**src/rtl/led_matrix_pkg.sv**
```systemverilog
// Shared widths, limits and the sequencer state type for the led_matrix playback path.
package led_matrix_pkg;
    localparam int FRAME_W     = 32;
    localparam int INTENSITY_W = 4;
    localparam logic [INTENSITY_W-1:0] INTENSITY_MAX = 4'd15;

    typedef enum logic [1:0] {
        IDLE,
        FADE_IN,
        SHOW,
        FADE_OUT
    } seq_state_t;
endpackage

```
**src/rtl/led_matrix_sequencer_frame_store.sv**
```systemverilog
// Frame buffer: one write port, combinational read of pattern and hold count.
module frame_store
    import led_matrix_pkg::*;
#(
    parameter int DEPTH  = 8,
    parameter int HOLD_W = 8,
    parameter int PTR_W  = $clog2(DEPTH)
) (
    input  logic               clk,
    input  logic               wr_en,
    input  logic [PTR_W-1:0]   wr_addr,
    input  logic [FRAME_W-1:0] wr_data,
    input  logic [HOLD_W-1:0]  wr_hold,
    input  logic [PTR_W-1:0]   rd_addr,
    output logic [FRAME_W-1:0] rd_data,
    output logic [HOLD_W-1:0]  rd_hold
);
    logic [FRAME_W+HOLD_W-1:0] mem [DEPTH];

    always_ff @(posedge clk) begin
        if (wr_en) begin
            mem[wr_addr] <= {wr_data, wr_hold};
        end
    end

    assign {rd_data, rd_hold} = mem[rd_addr];
endmodule

```
**src/rtl/led_matrix_sequencer.sv**
```systemverilog
// Frame-playback controller: steps buffered frames onto led_matrix at refresh boundaries,
// optionally fading intensity out and back in around every frame swap.
module led_matrix_sequencer
    import led_matrix_pkg::*;
#(
    parameter int DEPTH  = 8,
    parameter int HOLD_W = 8,
    parameter int FADE   = 1
) (
    input  logic                     clk,
    input  logic                     rst,
    input  logic                     wr_valid,
    output logic                     wr_ready,
    input  logic [FRAME_W-1:0]       wr_data,
    input  logic [HOLD_W-1:0]        wr_hold,
    input  logic                     clear,
    input  logic                     start,
    input  logic                     stop,
    input  logic                     loop,
    input  logic                     frame_tick,
    output logic [FRAME_W-1:0]       data,
    output logic [INTENSITY_W-1:0]   intensity,
    output logic                     busy,
    output logic                     done,
    output logic [$clog2(DEPTH):0]   count
);
    localparam int PTR_W = $clog2(DEPTH);
    localparam int CNT_W = PTR_W + 1;

    seq_state_t             state_q, state_d;
    logic [FRAME_W-1:0]     data_q, data_d;
    logic [INTENSITY_W-1:0] intensity_q, intensity_d;
    logic                   done_q, done_d;
    logic [CNT_W-1:0]       count_q, count_d;
    logic [PTR_W-1:0]       rd_ptr_q, rd_ptr_d;
    logic [HOLD_W-1:0]      hold_cnt_q, hold_cnt_d;

    logic                   clear_idle, wr_accept, advance;
    logic [CNT_W-1:0]       count_next, count_m1;
    logic [PTR_W-1:0]       last_ptr, adv_ptr, rd_addr;
    logic [FRAME_W-1:0]     rd_frame, start_frame;
    logic [HOLD_W-1:0]      rd_hold, start_hold;

    function automatic logic [HOLD_W-1:0] hold_min1(input logic [HOLD_W-1:0] h);
        return (h == '0) ? HOLD_W'(1) : h;
    endfunction

    assign wr_ready   = (state_q == IDLE) && (count_q < CNT_W'(DEPTH));
    assign clear_idle = clear && (state_q == IDLE);
    assign wr_accept  = wr_valid && wr_ready && !clear_idle;
    assign count_next = clear_idle ? '0 : count_q + CNT_W'(wr_accept);

    assign count_m1 = count_q - CNT_W'(1);
    assign last_ptr = count_m1[PTR_W-1:0];
    assign adv_ptr  = (rd_ptr_q == last_ptr) ? '0 : rd_ptr_q + PTR_W'(1);

    // FADE_IN needs the hold of the frame on screen; every other state looks ahead to the next slot.
    always_comb begin
        rd_addr = adv_ptr;
        if (state_q == IDLE) begin
            rd_addr = '0;
        end else if (state_q == FADE_IN) begin
            rd_addr = rd_ptr_q;
        end
    end

    frame_store #(
        .DEPTH  (DEPTH),
        .HOLD_W (HOLD_W),
        .PTR_W  (PTR_W)
    ) u_store (
        .clk     (clk),
        .wr_en   (wr_accept),
        .wr_addr (count_q[PTR_W-1:0]),
        .wr_data (wr_data),
        .wr_hold (wr_hold),
        .rd_addr (rd_addr),
        .rd_data (rd_frame),
        .rd_hold (rd_hold)
    );

    // A start that arrives with the very first write must play that write, not the empty slot.
    assign start_frame = (count_q == '0) ? wr_data : rd_frame;
    assign start_hold  = (count_q == '0) ? wr_hold : rd_hold;

    always_comb begin
        state_d     = state_q;
        data_d      = data_q;
        intensity_d = intensity_q;
        done_d      = 1'b0;
        count_d     = count_next;
        rd_ptr_d    = rd_ptr_q;
        hold_cnt_d  = hold_cnt_q;
        advance     = 1'b0;

        if (stop) begin
            state_d     = IDLE;
            intensity_d = '0;
            rd_ptr_d    = '0;
        end else begin
            unique case (state_q)
                IDLE: begin
                    if (start && !clear_idle && (count_next != '0)) begin
                        data_d   = start_frame;
                        rd_ptr_d = '0;
                        if (FADE != 0) begin
                            intensity_d = '0;
                            state_d     = FADE_IN;
                        end else begin
                            intensity_d = INTENSITY_MAX;
                            hold_cnt_d  = hold_min1(start_hold);
                            state_d     = SHOW;
                        end
                    end
                end
                FADE_IN: begin
                    if (frame_tick) begin
                        if (intensity_q >= INTENSITY_MAX - 4'd1) begin
                            intensity_d = INTENSITY_MAX;
                            hold_cnt_d  = hold_min1(rd_hold);
                            state_d     = SHOW;
                        end else begin
                            intensity_d = intensity_q + 4'd1;
                        end
                    end
                end
                SHOW: begin
                    if (frame_tick) begin
                        hold_cnt_d = (hold_cnt_q == '0) ? '0 : hold_cnt_q - HOLD_W'(1);
                        if (hold_cnt_q <= HOLD_W'(1)) begin
                            if (FADE != 0) begin
                                state_d = FADE_OUT;
                            end else begin
                                advance = 1'b1;
                            end
                        end
                    end
                end
                FADE_OUT: begin
                    if (frame_tick) begin
                        if (intensity_q == '0) begin
                            advance = 1'b1;
                        end else begin
                            intensity_d = intensity_q - 4'd1;
                        end
                    end
                end
                default: state_d = IDLE;
            endcase

            if (advance) begin
                if ((rd_ptr_q != last_ptr) || loop) begin
                    rd_ptr_d = adv_ptr;
                    data_d   = rd_frame;
                    if (FADE != 0) begin
                        state_d = FADE_IN;
                    end else begin
                        hold_cnt_d = hold_min1(rd_hold);
                        state_d    = SHOW;
                    end
                end else begin
                    done_d   = 1'b1;
                    rd_ptr_d = '0;
                    state_d  = IDLE;
                end
            end
        end
    end

    always_ff @(posedge clk or posedge rst) begin
        if (rst) begin
            state_q     <= IDLE;
            data_q      <= '0;
            intensity_q <= '0;
            done_q      <= 1'b0;
            count_q     <= '0;
            rd_ptr_q    <= '0;
            hold_cnt_q  <= '0;
        end else begin
            state_q     <= state_d;
            data_q      <= data_d;
            intensity_q <= intensity_d;
            done_q      <= done_d;
            count_q     <= count_d;
            rd_ptr_q    <= rd_ptr_d;
            hold_cnt_q  <= hold_cnt_d;
        end
    end

    assign data      = data_q;
    assign intensity = intensity_q;
    assign busy      = (state_q != IDLE);
    assign done      = done_q;
    assign count     = count_q;
endmodule
```
**config.mk**
```make
export PLATFORM = sky130hd
export DESIGN_NAME = led_matrix_sequencer
export DESIGN_NICKNAME = d
export VERILOG_FILES = /design/src/rtl/led_matrix_pkg.sv /design/src/rtl/led_matrix_sequencer_frame_store.sv /design/src/rtl/led_matrix_sequencer.sv
export SDC_FILE = /design/constraint.sdc
export NUM_CORES = 1
export LEC_CHECK = 0
export BUFFER_PORTS_ARGS = -buffer_cell sky130_fd_sc_hd__buf_2
export CORE_ASPECT_RATIO = 0.5
export CORE_MARGIN = 5
export CORE_UTILIZATION = 63
export CTS_BUF_LIST = sky130_fd_sc_hd__clkbuf_4 sky130_fd_sc_hd__clkbuf_8
export DETAILED_ROUTE_END_ITERATION = 6
export GPL_TIMING_DRIVEN = 0
export MAX_ROUTING_LAYER = met4
export PLACE_DENSITY = 0.84
export RECOVER_POWER = 50
export SYNTH_ARGS = -nofsm -noshare
export SYNTH_HDL_FRONTEND = slang
export SYNTH_SLANG_ARGS = --single-unit
```
**constraint.sdc**
```tcl
create_clock -name clk -period 7.2 [get_ports clk]
set_clock_uncertainty 0.2 [all_clocks]
set_input_delay 1.08 -clock clk [delete_from_list [all_inputs] [get_ports clk]]
set_output_delay 1.08 -clock clk [all_outputs]
set_load 0.05 [all_outputs]
```
---- Yosys cells after proc, flatten, opt, wreduce, memory -nomap -nowiden ----
Memory sizes are Yosys's and may differ from the RTL's.
Cells that the tools add are included.
cells by class
  multiplexer cells ....................... 45
  reductions and logical operators ........ 24
  $add $sub $neg .......................... 6
  magnitude comparators ................... 3
  bitwise logic cells ..................... 1
  eq/ne operators ......................... 17
operator list
  kind                                                             count
  two-way mux 32 bit                                               5
  two-way mux 8 bit                                                5
  two-way mux 4 bit                                                7
  two-way mux 3 bit                                                8
  zero test 8 bit                                                  2
  one-hot mux 8 bit (2 select lines)                               1
  two-way mux 2 bit                                                7
  one-hot mux 4 bit (3 select lines)                               1
  two-way mux 1 bit                                                10
  AND reduction 5 bit                                              2
  != test 3 bit (second input constant)                            3
  less-or-equal comparator 8 x 1 -> 1 bit (second input constant)  1
  zero test 4 bit                                                  2
  != test 4 x 2 -> 1 bit (second input constant)                   2
  != test 4 bit (second input constant)                            2
  nonzero test 4 bit                                               2
  subtractor 8 x 1 -> 8 bit (second input constant)                1
  logical AND 1 bit                                                6
  one-hot mux 2 bit (3 select lines)                               1
  AND reduction 6 bit                                              1
  nonzero test 3 bit                                               2
  nonzero test 5 bit                                               1
  adder 4 x 1 -> 4 bit                                             1
  adder 4 x 1 -> 4 bit (second input constant)                     1
  other kinds (19)                                                 22
word-level totals
  output and inout bits ................... 43
  RAM bits ................................ 320
  bits of input ports ..................... 48
  word-level logic and storage cells ...... 104
  register bits ........................... 54
  memories ................................ 1
memories
  memory       depth  width  read ports  clocked after memory_dff  write ports  RTL line                                source
  u_store.mem  8      40     1           0                         1            led_matrix_sequencer_frame_store.sv:18  logic [FRAME_W+HOLD_W-1:0] mem [DEPTH];

---- Logic depth before layout (Yosys ltp) ----
  word-level depth ........................ 12
  depth in mapped cells ................... 15
  mapped depth without buffers ............ 14

---- Modules after synthesis ----
A second synthesis with hierarchy kept.
second synthesis, totals
  cell total of the unflattened synthesis .. 826
  area total of the unflattened synthesis .. 15896.5 um^2
modules (own cells, without submodules)
  module                instances  seq. area each (um^2)  cells each  area each (um^2)
  frame_store           1          9609.2                 475         12370.6
  led_matrix_sequencer  1          1351.3                 351         3525.9

---- Worst setup path before layout ----
Ideal clock, no wire load.
  path type ............................... reg-to-reg
  start point ............................. register state_q[0]
  end point ............................... memory u_store.mem[1][0] (netlist bit) (enable)
  data arrival time ....................... 4.549 ns
  period minus slack after synthesis ...... 5.236 ns
  required time ........................... 6.513 ns
  library setup time ...................... 0.487 ns
  buffers on the path ..................... 1
  slack ................................... 1.964 ns
  cell stages (with the launch flop) ...... 8
  cells stage by stage .................... dfrtp_1 inv_1 ha_1 buf_2 inv_1 nor4b_1 nand2_1 nor3_1
on the way
  cells in the longest elaborated chain, start to end .. 6
  elaborated cells between the ends (all ways) .. 8
  those cells by class .................... mux: 2; reduce/logical: 6
RTL lines
  item                                                         RTL line                                                source
  from (decl)                                                  led_matrix_sequencer.sv:30                              seq_state_t state_q, state_d;
  from (signal assigned)                                       led_matrix_sequencer.sv:180                             state_q <= state_d;
  zero test 2 bit *                                            led_matrix_sequencer.sv:48, led_matrix_sequencer.sv:49
  logical AND 1 bit (on tied branches)                         led_matrix_sequencer.sv:48, led_matrix_sequencer.sv:49
  logical AND 1 bit / zero test 1 bit (equally long branches)  led_matrix_sequencer.sv:50                              assign wr_accept = wr_valid && wr_ready && !clear_idle;
  logical AND 1 bit *                                          led_matrix_sequencer.sv:50
  two-way mux 1 bit *                                          led_matrix_sequencer_frame_store.sv:21                  if (wr_en) begin
  two-way mux 1 bit (implied by the code) *                    led_matrix_sequencer_frame_store.sv:22                  mem[wr_addr] <= {wr_data, wr_hold};
  to (decl)                                                    led_matrix_sequencer_frame_store.sv:18
Every way passes the cells marked *; elsewhere a longest branch is shown, timed or not.

---- Final worst setup path ----
  start point ............................. register state_q[0]
  end point ............................... register data_q[15] (netlist: data[15])
on the way
  cells in the longest elaborated chain, start to end .. 12
  elaborated cells between the ends (all ways) .. 23
  those cells by class .................... add/sub: 1; eq/ne: 2; mux: 10; reduce/logical: 9; memory: 1
RTL lines
  item                                                         RTL line                                                 source
  zero test 2 bit                                              --
  logical AND 1 bit (on tied branches)                         led_matrix_sequencer.sv:48, led_matrix_sequencer.sv:49
  logical AND 1 bit / zero test 1 bit (equally long branches)  led_matrix_sequencer.sv:50, led_matrix_sequencer.sv:103
  logical AND 1 bit                                            led_matrix_sequencer.sv:50
  adder 4 x 1 -> 4 bit                                         led_matrix_sequencer.sv:51                               assign count_next = clear_idle ? '0 : count_q + CNT_W'(wr_accept);
  two-way mux 4 bit                                            led_matrix_sequencer.sv:51
  nonzero test 4 bit                                           led_matrix_sequencer.sv:103                              if (start && !clear_idle && (count_next != '0)) begin
  logical AND 1 bit                                            led_matrix_sequencer.sv:103
  two-way mux 32 bit                                           led_matrix_sequencer.sv:103
  two-way mux 32 bit                                           led_matrix_sequencer.sv:101                              unique case (state_q)
  two-way mux 32 bit                                           led_matrix_sequencer.sv:152                              if ((rd_ptr_q != last_ptr) || loop) begin
  two-way mux 32 bit *                                         led_matrix_sequencer.sv:151                              if (advance) begin
  to (signal assigned)                                         led_matrix_sequencer.sv:181                              data_q <= data_d;
  to (decl)                                                    led_matrix_sequencer.sv:31                               logic [FRAME_W-1:0] data_q, data_d;
Every way passes the cells marked *; elsewhere a longest branch is shown, timed or not. The select of a mux whose other input is x is not followed.
A chain may end at the register's enable or synchronous reset.

==> run_summary.xml <==
<?xml version="1.0" encoding="UTF-8"?>
<metrics>
  <group name="status">
    <metric name="outcome" unit="">finished, violations left</metric>
    <metric name="violations" unit="">max-capacitance violations, max-slew violations</metric>
  </group>
  <group name="timing">
    <metric name="hold_viol_final" unit="">0</metric>
    <metric name="max-slew-margin-rel" unit="%">-59.9</metric>
    <metric name="slew_violations" unit="">34</metric>
    <metric name="timing.setup.tns" unit="ps">0</metric>
    <metric name="grt_setup_unrepaired" unit="">false</metric>
    <metric name="final_min_period_over_clock_period" unit="%">72.7</metric>
    <metric name="timing_limited_maximum_frequency" unit="MHz">191</metric>
    <metric name="count_of_endpoints_failing_setup_in_the_final_report" unit="">0</metric>
    <metric name="tightestPinTransition" unit="ps">2400</metric>
    <metric name="period_minus_slack" unit="ps">5230</metric>
  </group>
  <group name="logic_synthesis">
    <metric name="synthesis.instances" unit="">1282</metric>
    <metric name="most_area_hungry_cell_type_in_the_yosys_netlist" unit="">sky130_fd_sc_hd__edfxtp_1</metric>
    <metric name="netlist_top_cells_area" unit="">sky130_fd_sc_hd__edfxtp_1, sky130_fd_sc_hd__dfrtp_1, sky130_fd_sc_hd__nand2_1</metric>
    <metric name="synth_sequential_area_ratio" unit="%">69.6</metric>
    <metric name="ys.flop_type" unit="">sky130_fd_sc_hd__edfxtp_1</metric>
    <metric name="synth_async_sr_flop_share" unit="%">14.4</metric>
    <metric name="synth.yosys.warnings" unit="">0</metric>
    <metric name="synth_cell_type_count" unit="">71</metric>
    <metric name="post_synth.cell_area_avg" unit="um^2">12.3</metric>
    <metric name="synth_area" unit="mm^2">0.0157</metric>
    <metric name="synth.ff_latch_count" unit="">374</metric>
    <metric name="edff_count_synth" unit="">320</metric>
    <metric name="synth.net_count" unit="">1346</metric>
    <metric name="synth_top_area_share" unit="%">61.0</metric>
  </group>
  <group name="final_layout">
    <metric name="fillerInstances" unit="">1495</metric>
    <metric name="flow.area_growth_from_synthesis" unit="%">13.3</metric>
    <metric name="final-instance-count-excl-fill" unit="">1810</metric>
    <metric name="layout-drive-gt1-share" unit="%">11.0</metric>
    <metric name="final_nets" unit="">1501</metric>
    <metric name="insertedDiodeCount" unit="">0</metric>
  </group>
  <group name="die">
    <metric name="initial_core_util" unit="%">64.9</metric>
    <metric name="dieArea" unit="mm^2">0.0284</metric>
    <metric name="core_region_area" unit="mm^2">0.0243</metric>
    <metric name="pin_count" unit="">91</metric>
    <metric name="die_span_in_y" unit="um">122</metric>
    <metric name="dieWidth" unit="um">234</metric>
    <metric name="rows" unit="">40</metric>
  </group>
  <group name="detailed_routing">
    <metric name="post-route-drc-count" unit="">0</metric>
    <metric name="drtPass1Iterations" unit="">6</metric>
    <metric name="wirelength" unit="um">42900</metric>
    <metric name="final_antenna_net_count" unit="">0</metric>
    <metric name="routed_via_density" unit="">6.57</metric>
    <metric name="dr_total_vias" unit="">11896</metric>
    <metric name="routed_wire_length_per_instance" unit="um">23.7</metric>
    <metric name="first_iteration_detailed_routing_drc_count" unit="">1616</metric>
  </group>
  <group name="power">
    <metric name="p_leak" unit="nW">6.24</metric>
    <metric name="power_density" unit="mW/mm^2">399</metric>
    <metric name="max-vdd-ir-drop" unit="mV">0.238</metric>
  </group>
  <group name="cts">
    <metric name="clock-sinks" unit="">374</metric>
    <metric name="max-clock-path-buffers" unit="">3</metric>
    <metric name="cts_root_cell" unit="">sky130_fd_sc_hd__clkbuf_8</metric>
    <metric name="clk-insertion-delay-late" unit="ps">610</metric>
    <metric name="clock_tree_from_tritoncts" unit="">done</metric>
    <metric name="post_cts.repair.setup_buffers" unit="">0</metric>
    <metric name="cts-hold-fix-buffers" unit="">0</metric>
    <metric name="cts_resized" unit="">0</metric>
    <metric name="clk_transition_reported_paths" unit="ps">80</metric>
    <metric name="numCtsBuffers" unit="">48</metric>
    <metric name="htree_levels" unit="">2</metric>
  </group>
  <group name="worst_setup_path">
    <metric name="timing.critical_path.slowest_stage_cell" unit="">sky130_fd_sc_hd__a21oi_1</metric>
    <metric name="critical_path_peak_fanout" unit="">10</metric>
    <metric name="path_length_in_cells_of_the_critical_path" unit="">15</metric>
    <metric name="worst-endpoint-required" unit="ps">7500</metric>
    <metric name="critical_path_class" unit="">flop to flop</metric>
    <metric name="crit_family" unit="">compound AO/OA/AOI/OAI gates</metric>
    <metric name="timing.critical_path.arrival" unit="ps">5530</metric>
    <metric name="crit_path_end_kind" unit="">flop</metric>
    <metric name="cp-start-kind" unit="">flop</metric>
    <metric name="critPathBufInv" unit="">4</metric>
    <metric name="path_cells" unit="">inv_1, ha_1, buf_2, inv_1, nor4b_1, ha_1, ha_1, or3_1, o31ai_1, a21oi_1, nand2_1, a21oi_1, clkbuf_1, o22ai_1, a21oi_1</metric>
    <metric name="rr_worst_depth" unit="">15</metric>
    <metric name="cp_slowest_stage_delay" unit="ps">860</metric>
  </group>
  <group name="placement">
    <metric name="gp_congestion" unit="">0.954</metric>
    <metric name="number_of_instances_in_the_placed_design" unit="">1723</metric>
    <metric name="io_buffer_count" unit="">90</metric>
    <metric name="place_hpwl" unit="um">26900</metric>
  </group>
  <group name="global_routing">
    <metric name="grt_antenna_before_repair" unit="">0</metric>
    <metric name="grt_pass1_wl" unit="um">65500</metric>
    <metric name="vias_in_the_first_global_route" unit="">12008</metric>
    <metric name="grt_overflow_total" unit="">0</metric>
    <metric name="maximum_number_of_pins_on_one_net_before_global_route_repair" unit="">34</metric>
    <metric name="grtUsageTotal" unit="%">31.0</metric>
  </group>
  <group name="min_path">
    <metric name="hold_path.class" unit="">flop to flop</metric>
    <metric name="timing.hold.worst_path_depth" unit="">1</metric>
  </group>
  <group name="job">
    <metric name="drv_cap" unit="">1</metric>
  </group>
</metrics>
## cells by family after synthesis
| logic type | synth area share, % |
|---|---|
| flip-flops | 69.6 |
| adder cells (fa/ha/maj) | 1.27 |
| buffers and inverters | 2.61 |
| XOR/XNOR | 0.429 |
| multiplexers | 0.453 |
| AO/OA/AOI/OAI | 9.92 |
| AND/OR/NAND/NOR | 15.7 |
## area by class of cell
type                       instances  area, um^2  share of cell area (%)
multi-input combinational        809        4430                    24.8
clock inverter                    15         159                   0.891
tap                              336         420                    2.36
inverter                          20        75.1                   0.421
sequential                       374       11000                    61.4
timing repair buffer             105         584                    3.28
clock buffer                      72         872                    4.89
buffer                            79         337                    1.89
## path summary, 6_finish.rpt
check	start	slack [ps]	end
hold reg to reg	hold_cnt_q[6]	320	hold_cnt_q[6]
min in group asynchronous	rst	500	rd_ptr_q[1]
hold / removal	hold_cnt_q[6]	320	hold_cnt_q[6]
setup reg to reg	state_q[0]	1970	data[15]
max in group asynchronous	rst	3570	data[0]
setup / recovery	state_q[0]	1970	data[15]
## flip-flops by register name, indices dropped and copies added, names as in the netlist
signal and flops:
count 4, data 32, done 1, hold_cnt_q 8, intensity 4, rd_ptr_q 3
state_q 2, u_store.mem 320
## metrics by stage
step           setup WS (ps)  utilization, %  hold WS (ps)  power [mW]  area, um^2
3_3_place_gp            -984            68.5           282        5.29       16600
4_1_cts                 2130            73.9           306        7.07       17900
6_report                1970            73.5           319        7.11       17800
2_1_floorplan           1960               -           257        4.55       15700
5_1_grt                 1630            73.5           336        7.41       17800
3_5_place_dp            2290            69.6           288        5.41       16900
## cells in the final DEF (no fill, tap or decap), types with 19 or more instances in the layout
cell type	instances
sky130_fd_sc_hd__edfxtp_1	320
sky130_fd_sc_hd__nand2_1	293
sky130_fd_sc_hd__nand3_1	137
sky130_fd_sc_hd__clkbuf_1	114
sky130_fd_sc_hd__dfrtp_1	54
sky130_fd_sc_hd__clkbuf_8	53
sky130_fd_sc_hd__a21oi_1	52
sky130_fd_sc_hd__o22ai_1	44
sky130_fd_sc_hd__buf_2	40
sky130_fd_sc_hd__nand4_1	37
sky130_fd_sc_hd__nor2_1	33
sky130_fd_sc_hd__o21ai_0	26
sky130_fd_sc_hd__a22o_1	21
sky130_fd_sc_hd__clkbuf_4	20
sky130_fd_sc_hd__inv_1	19
## power by group
part	switching [mW]	total (mW)	internal, mW
registers	0.125	2.67	2.55
logic	2.00	2.76	0.761
clock network	0.789	1.68	0.889
## synthesized netlist by cell type, types with 3 or more instances
cell type / n
sky130_fd_sc_hd__a221oi_1: 15
sky130_fd_sc_hd__inv_1: 19
sky130_fd_sc_hd__or3_1: 5
sky130_fd_sc_hd__o32ai_1: 4
sky130_fd_sc_hd__a221o_1: 4
sky130_fd_sc_hd__nor3_1: 12
sky130_fd_sc_hd__dfrtp_1: 54
sky130_fd_sc_hd__buf_6: 3
sky130_fd_sc_hd__o21ai_1: 8
sky130_fd_sc_hd__nand4_1: 37
sky130_fd_sc_hd__buf_2: 11
sky130_fd_sc_hd__and3_1: 4
sky130_fd_sc_hd__ha_1: 16
sky130_fd_sc_hd__a222oi_1: 3
sky130_fd_sc_hd__o211a_1: 3
sky130_fd_sc_hd__a22o_1: 21
sky130_fd_sc_hd__clkbuf_1: 52
sky130_fd_sc_hd__nor2_1: 39
sky130_fd_sc_hd__o21ai_0: 26
sky130_fd_sc_hd__nand2_1: 293
sky130_fd_sc_hd__a21boi_0: 4
sky130_fd_sc_hd__buf_1: 12
sky130_fd_sc_hd__edfxtp_1: 320
sky130_fd_sc_hd__nand2b_1: 7
sky130_fd_sc_hd__nand3_1: 137
sky130_fd_sc_hd__o22ai_1: 44
sky130_fd_sc_hd__mux2i_1: 6
sky130_fd_sc_hd__o211ai_1: 5
sky130_fd_sc_hd__a21oi_1: 52
sky130_fd_sc_hd__xor2_1: 4
sky130_fd_sc_hd__a22oi_1: 12
## routing by layer
| metal | global-route usage, % | share of wire [%] |
|---|---|---|
| met5 | - | 0 |
| met4 | 14.0 | 4.4 |
| met3 | 5.80 | 11 |
| met2 | 50.4 | 48 |
| met1 | 38.6 | 36 |
Note: power is estimated with default switching activity, not from simulation.
